## config.mk

```make
export PLATFORM = sky130hd
export DESIGN_NAME = mux_share_arbiter
export DESIGN_NICKNAME = d
export VERILOG_FILES = /design/src/rtl/mux_share_arbiter.sv
export SDC_FILE = /design/constraint.sdc
export NUM_CORES = 1
export LEC_CHECK = 0
export BUFFER_PORTS_ARGS = -buffer_cell sky130_fd_sc_hd__buf_2
export CAP_MARGIN = 10
export CORE_MARGIN = 10
export CORE_UTILIZATION = 47
export DETAILED_ROUTE_END_ITERATION = 10
export PLACE_DENSITY = 0.67
export SETUP_SLACK_MARGIN = 0.05
export SYNTH_ARGS = -nofsm -noshare
export SYNTH_HDL_FRONTEND = slang
export SYNTH_SLANG_ARGS = --single-unit
```

## constraint.sdc

```tcl
create_clock -name clk -period 1.49 [get_ports clk]
set_input_delay 0.298 -clock clk [delete_from_list [all_inputs] [get_ports clk]]
set_output_delay 0.298 -clock clk [all_outputs]
set_load 0.02 [all_outputs]
```

## src/rtl/mux_share_arbiter.sv

```systemverilog
// rtl/mux_share_arbiter.sv - round-robin arbiter owning a shared 2:1 mux with bounded hold time
module mux_share_arbiter #(
    parameter int WIDTH    = 1,
    parameter int MAX_HOLD = 4
) (
    input  logic             clk,
    input  logic             reset_n,
    input  logic             req0,
    input  logic             req1,
    input  logic [WIDTH-1:0] line0,
    input  logic [WIDTH-1:0] line1,
    output logic             grant0,
    output logic             grant1,
    output logic             select,
    output logic [WIDTH-1:0] muxout,
    output logic             out_valid
);

    typedef enum logic [1:0] {
        IDLE = 2'd0,
        GNT0 = 2'd1,
        GNT1 = 2'd2
    } state_t;

    localparam logic [7:0] HOLD_LIM = 8'(MAX_HOLD - 1);

    state_t           r_state;
    state_t           w_next_state;
    logic             r_prio;
    logic             w_next_prio;
    logic [7:0]       r_hold_cnt;
    logic [7:0]       w_next_hold;
    logic             r_out_valid;
    logic [WIDTH-1:0] r_muxout;

    always_comb begin
        w_next_state = r_state;
        w_next_prio  = r_prio;
        w_next_hold  = r_hold_cnt;

        case (r_state)
            IDLE: begin
                if (req0 && req1) begin
                    w_next_state = r_prio ? GNT1 : GNT0;
                end else if (req0) begin
                    w_next_state = GNT0;
                end else if (req1) begin
                    w_next_state = GNT1;
                end
            end
            GNT0: begin
                if (!req0) begin
                    w_next_state = req1 ? GNT1 : IDLE;
                end else if (req1 && (r_hold_cnt == HOLD_LIM)) begin
                    w_next_state = GNT1;
                end
            end
            GNT1: begin
                if (!req1) begin
                    w_next_state = req0 ? GNT0 : IDLE;
                end else if (req0 && (r_hold_cnt == HOLD_LIM)) begin
                    w_next_state = GNT0;
                end
            end
            default: w_next_state = IDLE;
        endcase

        // Whoever gives up the path loses the next tie.
        if ((r_state == GNT0) && (w_next_state != GNT0)) begin
            w_next_prio = 1'b1;
        end
        if ((r_state == GNT1) && (w_next_state != GNT1)) begin
            w_next_prio = 1'b0;
        end

        // Hold time only accrues while the other side is actually waiting.
        if (w_next_state != r_state) begin
            w_next_hold = 8'd0;
        end else if (r_state == GNT0) begin
            if (req1) begin
                w_next_hold = (r_hold_cnt == HOLD_LIM) ? r_hold_cnt : 8'(r_hold_cnt + 8'd1);
            end else begin
                w_next_hold = 8'd0;
            end
        end else if (r_state == GNT1) begin
            if (req0) begin
                w_next_hold = (r_hold_cnt == HOLD_LIM) ? r_hold_cnt : 8'(r_hold_cnt + 8'd1);
            end else begin
                w_next_hold = 8'd0;
            end
        end else begin
            w_next_hold = 8'd0;
        end
    end

    always_ff @(posedge clk) begin
        if (!reset_n) begin
            r_state     <= IDLE;
            r_prio      <= 1'b0;
            r_hold_cnt  <= 8'd0;
            r_out_valid <= 1'b0;
            r_muxout    <= '0;
        end else begin
            r_state     <= w_next_state;
            r_prio      <= w_next_prio;
            r_hold_cnt  <= w_next_hold;
            r_out_valid <= (r_state != IDLE);
            if (r_state != IDLE) begin
                r_muxout <= (r_state == GNT1) ? line1 : line0;
            end
        end
    end

    assign grant0    = (r_state == GNT0);
    assign grant1    = (r_state == GNT1);
    assign select    = (r_state == GNT1);
    assign muxout    = r_muxout;
    assign out_valid = r_out_valid;

endmodule

```

== Yosys cells after proc, flatten, opt, wreduce, memory -nomap -nowiden ==
Cells that the tools add are included.

* Register bits: 13
* Bits of input ports: 6
* Output and inout bits: 5
* Logic and storage cells: 39

* Add/subtract/negate cells: 1
* Equality and inequality tests: 6
* Multiplexer cells: 17
* Bitwise operators: 1
* Reduce and logical (&&, ||, !) cells: 9

{| class="wikitable"
|+ Operators by type and width
! operator !! count
|-
| $mux 8 || 5
|-
| $mux 2 || 9
|-
| $add 8x1->8 const B || 1
|-
| $eq 8x2->1 const B || 1
|-
| $pmux 2 s3 || 1
|-
| $logic_and 1x1->1 || 5
|-
| $reduce_or 2->1 || 2
|-
| $eq 2x1->1 const B || 1
|-
| $eq 2x2->1 const B || 1
|-
| $logic_not 2->1 || 1
|-
| $mux 1 || 2
|-
| $ne 2x1->1 const B || 1
|-
| $ne 2x2->1 || 1
|-
| $ne 2x2->1 const B || 1
|-
| $reduce_bool 2->1 || 1
|-
| $not 1->1 || 1
|}

== Longest topological paths before layout ==
Gate-level depths: netlist (run 1).

* Depth after elaboration: 8
* Gate-level depth with buffers: 6
* Gate-level depth less buffers: 4

== Worst setup path before layout (run 1) ==
No wires, ideal clock.

* Kind: flip-flop to flip-flop
* Start: register r_hold_cnt[0]
* End: register r_state[0]
* Library setup time: 86 ps
* Arrival: 1317 ps
* Data required time: 1404 ps
* Slack: 87 ps
* Stages on the path, launching flop included: 6
* Buffers on the path: 1
* Period minus slack after synthesis: 1403 ps
* Path through: dfxtp_1 -> ha_1 -> and3_1 -> buf_6 -> a22o_1 -> a221oi_2

* Word-level cells in the longest chain between the ends: 5
* Elaborated cells between the ends (all ways): 8
* Those cells by class: eq/ne: 1; mux: 5; reduce/logical: 2

{| class="wikitable"
|+ RTL lines
! what !! line !! source
|-
| from (decl) || 31 || <nowiki>logic [7:0] r_hold_cnt;</nowiki>
|-
| from (signal assigned) || 106 || <nowiki>r_hold_cnt <= w_next_hold;</nowiki>
|-
| $eq 8x2->1 * || 54, 61 ||
|-
| $logic_and 1x1->1, on equally long branches || 61, 54 ||
|-
| $mux 2, on equally long branches || 61, 54 ||
|-
| $mux 2, on equally long branches || 59, 52 ||
|-
| $pmux 2 s3 * || 41 || <nowiki>case (r_state)</nowiki>
|-
| to (signal assigned) || 104 || <nowiki>r_state <= w_next_state;</nowiki>
|-
| to (decl) || 27 || <nowiki>state_t r_state;</nowiki>
|}

Every way passes the cells marked *; elsewhere a longest branch is shown, timed or not.
A chain may end at the register's enable or synchronous reset.

== Worst setup path in the final report (run 1) ==
* Start: register r_state[0]
* End: output port grant0

* Word-level cells in the longest chain between the ends: 1

{| class="wikitable"
|+ RTL lines
! what !! line !! source
|-
| $eq 2x1->1 || 114 || <nowiki>assign grant0 = (r_state == GNT0);</nowiki>
|-
| to (decl) || 12 || <nowiki>output logic grant0,</nowiki>
|}

Every way passes these cells.

==> out/qor.yml, run 1 <==
status: "finished, final reports clean"
routed-via-count: 548
cts.clk_slew.worst_paths_ps: 80
min_path_type: "in -> reg"
grt_overflow: 0
maxSlewViolCount: 0
internal_power_w: 0.000516
cts_buffers: 3
cts_buffer_depth: 2
clk_latency_ps: 280
cp_slowest_cell: "dfxtp_1"
switching_share_pct: 26.7
arrival_ps: 1090
cts-root-buf: "clkbuf_4"
required_ps: 1190
io_pins: 11
synth_nets: 78
regArea_um2: 264
peakVddDrop_v: 0.000508
avgRoutedWirePerCell_um: 14.1
start_util_pct: 50.9
die_area_um2: 3340
period_share_pct: 92.8
n_antenna_cell: 0
top_layer: "met4"
met2_length_um: 614
rows: 13
grt_util_all_layers_pct: 9.01
fmax_ghz: 0.723
met1Wirelength_um: 724
final_cell_mix: "dfxtp_1, buf_4, nor2_1"
die_x_um: 57.8
grt_max_degree: 8
seqPwrFrac_pct: 52.3
cp-end-kind: "output pin"
synthCells: 71
avgViaCountPerCell: 5.43
critPathKind: "reg -> out"
grt_pass1_vias: 578
fill_cells: 106
slowest_delay_ps: 360
comb_power_share_pct: 16.2
synth_seq_area_share_pct: 38.8
grt_pass1_wl_mm: 2.44
critical_path_buf_inv_count: 2
cts_tree: "done"
slew_headroom_pct: 73.9
worst_pin_slew_ps: 391
hold_buffers: 0
leakage_nw: 0.342
totalWireLength_mm: 1.43
place.gp.congestion: 0.793
skew_ps: 5.19
yosys_warnings: 0
numClockSinks: 13
hold_violations: 0
htreeDepth: 1
ant_nets: 0
setup_violations: 0
route.met3.wl_um: 51
critical_path.top_delay_family: "flip-flops"
whs_ps: 250
antenna_found_initial: 0
syn_avg_cell_area_um2: 9.45
utilization_pct: 61.4
crit_path_frequent_cell: "buf_4"
nets: 94
r2r_slack_ps: 140
maxCapViolations: 0
drcViolationCount: 0
p_per_area_nw_per_um2: 870
clockPowerShare_pct: 31.5
final_common_cell: "dfxtp_1"
hpwl_mm: 1.05
multiInputGateArea_um2: 390
layout_setup_ws_ps: 107
areaGrowthSynthToFinish_pct: 20.7
first_pass_iters: 4
cp_cell_sequence: "nor2b_1 > buf_4 > buf_4"
preCtsSetupSlack_ps: 27.0
crit_path_start_kind: "flop"
ys_ff_latch: 13
period_minus_slack_ps: 1380
drt-initial-drc-count: 9
port_buffers: 10
p_switching_w: 0.000188
tns_ps: 0
drive_gt1_share_pct: 37.2
path_max_fanout: 6
coreArea_um2: 1320
grt_setup_unrepaired: "false"
netlist_area_um2: 671
ys_types: 30
die_height_um: 57.8
power groups by stage:
stage / clock network, W / logic [W] / registers, W
floorplan: 0 / 0.0000697 / 0.000381
global placement: 0 / 0.000110 / 0.000375
detailed placement: 0 / 0.000110 / 0.000376
CTS: 0.000224 / 0.000111 / 0.000368
global route: 0.000240 / 0.000128 / 0.000370
finish: 0.000222 / 0.000114 / 0.000368
worst paths after layout:
check	cells after the start	startpoint	to
max reg2reg	4	r_hold_cnt[2]	r_state[0]
max	3	r_state[0]	grant0
min reg2reg	1	r_hold_cnt[0]	r_hold_cnt[0]
min	2	req0	r_state[1]
flip-flops by register name (all words and copies together) (netlist names):
signal and flops:
out_valid 1, muxout 1, r_state 2, r_prio 1, r_hold_cnt 8
logic make-up after synthesis:
logic type               share of synthesized area, %
XOR/XNOR                                         7.84
flip-flops                                       38.8
AO/OA/AOI/OAI                                    19.2
multiplexers                                     2.99
AND/OR/NAND/NOR                                  22.9
buffers and inverters                            6.34
adder cells (fa/ha/maj)                          1.87
cell usage after synthesis, drive strengths merged:
master   instances  area (µm²)
dfxtp           13         260
nand3            8        50.1
nor2             8        30.0
xor2             5        43.8
a21o             3        22.5
and3             3        20.0
buf              3        26.3
nand2            3        11.3
nor2b            3        18.8
a221oi           2        30.0
a22o             2        17.5
clkbuf           2        8.75
inv              2        7.51
mux2i            2        20.0
a211oi           1        12.5
a21oi            1        5.00
a31oi            1        6.26
and2             1        6.26
ha               1        12.5
nor3             1        5.00
nor4             1        12.5
o2111ai          1        15.0
o21ai            1        5.00
o22ai            1        6.26
o2bb2ai          1        8.76
xnor2            1        8.76
layout make-up:
class                      count  share of cell area, %
timing repair buffer          16                   12.7
clock buffer                   4                   3.25
inverter                       2                  0.927
sequential                    13                   32.6
tap                           15                   2.32
multi-input combinational     51                   48.2
metrics by stage:
stage | cell area, µm² | cells | power, W
global placement | 742 | 96 | 0.000486
detailed placement | 742 | 96 | 0.000486
finish | 810 | 101 | 0.000704
floorplan | 671 | 71 | 0.000451
CTS | 772 | 100 | 0.000703
global route | 810 | 101 | 0.000738
layer usage:
metal  up-vias  global-route usage, %
met5         -                      0
met4         0                   7.05
met3         5                   2.40
met2        10                   13.0
met1       253                   10.9
li1        280                      -
what timing repair did:
action / CTS / global route
pin swaps: 0 / 2
resized for setup: 2 / 8
setup buffers: 0 / 1
endpoints found under the setup margin: 3 / 7
Power figures use the tool's default switching activity.
==> run 2: changes to the inputs <==
--- a/config.mk
+++ b/config.mk
@@ -9,8 +9,11 @@
 export CAP_MARGIN = 10
 export CORE_MARGIN = 10
 export CORE_UTILIZATION = 47
+export CTS_CLUSTER_SIZE = 28
 export DETAILED_ROUTE_END_ITERATION = 10
+export MAX_ROUTING_LAYER = met4
 export PLACE_DENSITY = 0.67
+export REMOVE_ABC_BUFFERS = 1
 export SETUP_SLACK_MARGIN = 0.05
 export SYNTH_ARGS = -nofsm -noshare
 export SYNTH_HDL_FRONTEND = slang
==> run 2 against run 1 <==
Net effect: die area unchanged; critical path type unchanged; non-clock buffer count grew 8; maximum frequency is 1.9% lower; first-iteration DRC count increased by 11%.
==> out/qor.yml, run 2 (synthesized netlist as in run 1, its figures left out) <==
drcViolationCount: 0  # unchanged
grt_overflow: 0  # unchanged
crit_path_start_kind: "flop"  # unchanged
setup_violations: 0  # unchanged
final_common_cell: "buf_4"  # was dfxtp_1
leakage_nw: 0.385  # was 0.342 nW
largestRegisters: "r_hold_cnt: 8 flops, r_state: 2 flops"  # unchanged
min_path_type: "in -> reg"  # unchanged
cts_buffer_depth: 2  # unchanged
grt_pass1_wl_mm: 2.52  # was 2.44 mm
period_minus_slack_ps: 1410  # was 1380 ps
cts.clk_slew.worst_paths_ps: 80  # about the same
areaGrowthSynthToFinish_pct: 28.5  # was 20.7%
top_register: "r_hold_cnt"  # unchanged
final_cell_area_um2: 862  # was 810 µm²
cts_buffers: 3  # unchanged
port_buffers: 10  # unchanged
worst_pin_slew_ps: 389  # was 391 ps
largest_reg_flops: 8  # unchanged
required_ps: 1190  # about the same
nets: 102  # was 94
hpwl_mm: 1.03  # was 1.05 mm
period_share_pct: 94.6  # was 92.8%
hold_buffers: 0  # unchanged
grt_util_all_layers_pct: 9.87  # was 9.01%
place.gp.congestion: 0.866  # was 0.793
grt_max_degree: 8  # unchanged
n_antenna_cell: 0  # unchanged
cts-root-buf: "clkbuf_4"  # unchanged
totalWireLength_mm: 1.59  # was 1.43 mm
cp-end-kind: "output pin"  # unchanged
tns_ps: 0  # unchanged
first_pass_iters: 4  # unchanged
maxSlewViolCount: 0  # unchanged
htreeDepth: 1  # unchanged
skew_ps: 3.18  # was 5.19 ps
start_util_pct: 50.9  # unchanged
avgRoutedWirePerCell_um: 14.6  # was 14.1 µm
hold_violations: 0  # unchanged
io_pins: 11  # unchanged
path_max_fanout: 6  # unchanged
antenna_found_initial: 0  # unchanged
status: "finished, final reports clean"  # unchanged
post_dp_cell_area_um2: 757  # was 742 µm²
grt_pass1_vias: 579  # was 578
peakVddDrop_v: 0.000567  # was 0.000508 V
ant_nets: 0  # unchanged
drt-initial-drc-count: 10  # was 9
maxCapViolations: 0  # unchanged
drive_gt1_share_pct: 43.6  # was 37.2%
numClockSinks: 13  # unchanged
clk_latency_ps: 280  # about the same
die_height_um: 57.8  # unchanged
final_cell_mix: "buf_4, dfxtp_1, nor2_1, buf_2, nand3_1"  # was dfxtp_1, buf_4, nor2_1
slew_headroom_pct: 74.1  # was 73.9%
grt_setup_unrepaired: "true"  # was false
p_per_area_nw_per_um2: 835  # was 870 nW/µm²
routed-via-count: 594  # was 548
cts_tree: "done"  # unchanged
rows: 13  # unchanged
avgViaCountPerCell: 5.45  # was 5.43
die_x_um: 57.8  # unchanged
critPathKind: "reg -> out"  # unchanged
coreArea_um2: 1320  # unchanged
arrival_ps: 1110  # was 1090 ps
fmax_ghz: 0.710  # was 0.723 GHz
whs_ps: 242  # was 250 ps
die_area_um2: 3340  # unchanged
-- run 2: cell types whose count changed in the layout (fill, tap and decap cells not counted) --
cell / before / now
buf_4: 9 / 16
dfxtp_4: 0 / 1
ha_2: 0 / 1
nor2b_1: 3 / 2
ha_4: 1 / 0
nor2b_2: 0 / 1
buf_2: 7 / 8
dfxtp_2: 3 / 2
-- run 2: through the flow --
step           cells  util, %  worst slack, ps  power (W)
3_5_place_dp      98     57.5             59.5   0.000484
5_1_grt          109     65.4             48.0   0.000749
4_1_cts          102     59.8             47.2   0.000702
6_report         109     65.4             80.6   0.000720
3_3_place_gp      98     57.5             78.9   0.000483
2_1_floorplan     66        -             -348   0.000443
-- run 2: final timing paths --
check             slack [ps]  cells after the start       endpoint          start
setup / recovery          80                      3         grant0     r_state[0]
hold / removal           240                      2     r_state[1]           req0
setup reg to reg         100                      4     r_state[0]  r_hold_cnt[0]
hold reg to reg          470                      1  r_hold_cnt[0]  r_hold_cnt[0]
-- run 2: timing repair --
action | in CTS | in global routing
setup endpoints to repair | 4 | 6
pin swaps | 0 | 2
buffers inserted | 0 | 7
resized for setup | 3 | 7
-- run 2: power breakdown --
| group | internal, W | switching (W) | leakage (nW) |
|---|---|---|---|
| Clock | 0.000104 | 0.000120 | 0.0150 |
| Sequential | 0.000359 | 0.00000980 | 0.107 |
| Combinational | 0.0000619 | 0.0000650 | 0.262 |
-- run 2: final cells by class --
class / count / area [µm²]
multi-input combinational: 51 / 383
fill: 111 / 455
sequential: 13 / 267
clock buffer: 4 / 26.3
inverter: 2 / 7.51
timing repair buffer: 24 / 160
tap: 15 / 18.8
-- run 2: metal layers --
layer	vias to the layer above	share of wire, %	GRT usage (%)
met4	0	3.0	7.05
met1	273	45	11.2
li1	297	-	-
met3	7	5.8	3.49
met5	-	0	-
met2	17	46	14.0
-- run 2: critical path, stage by stage, from the launching register on --
cell and delay [ps]:
dfxtp_1 370, nor2b_1 140, buf_4 150, buf_2 170
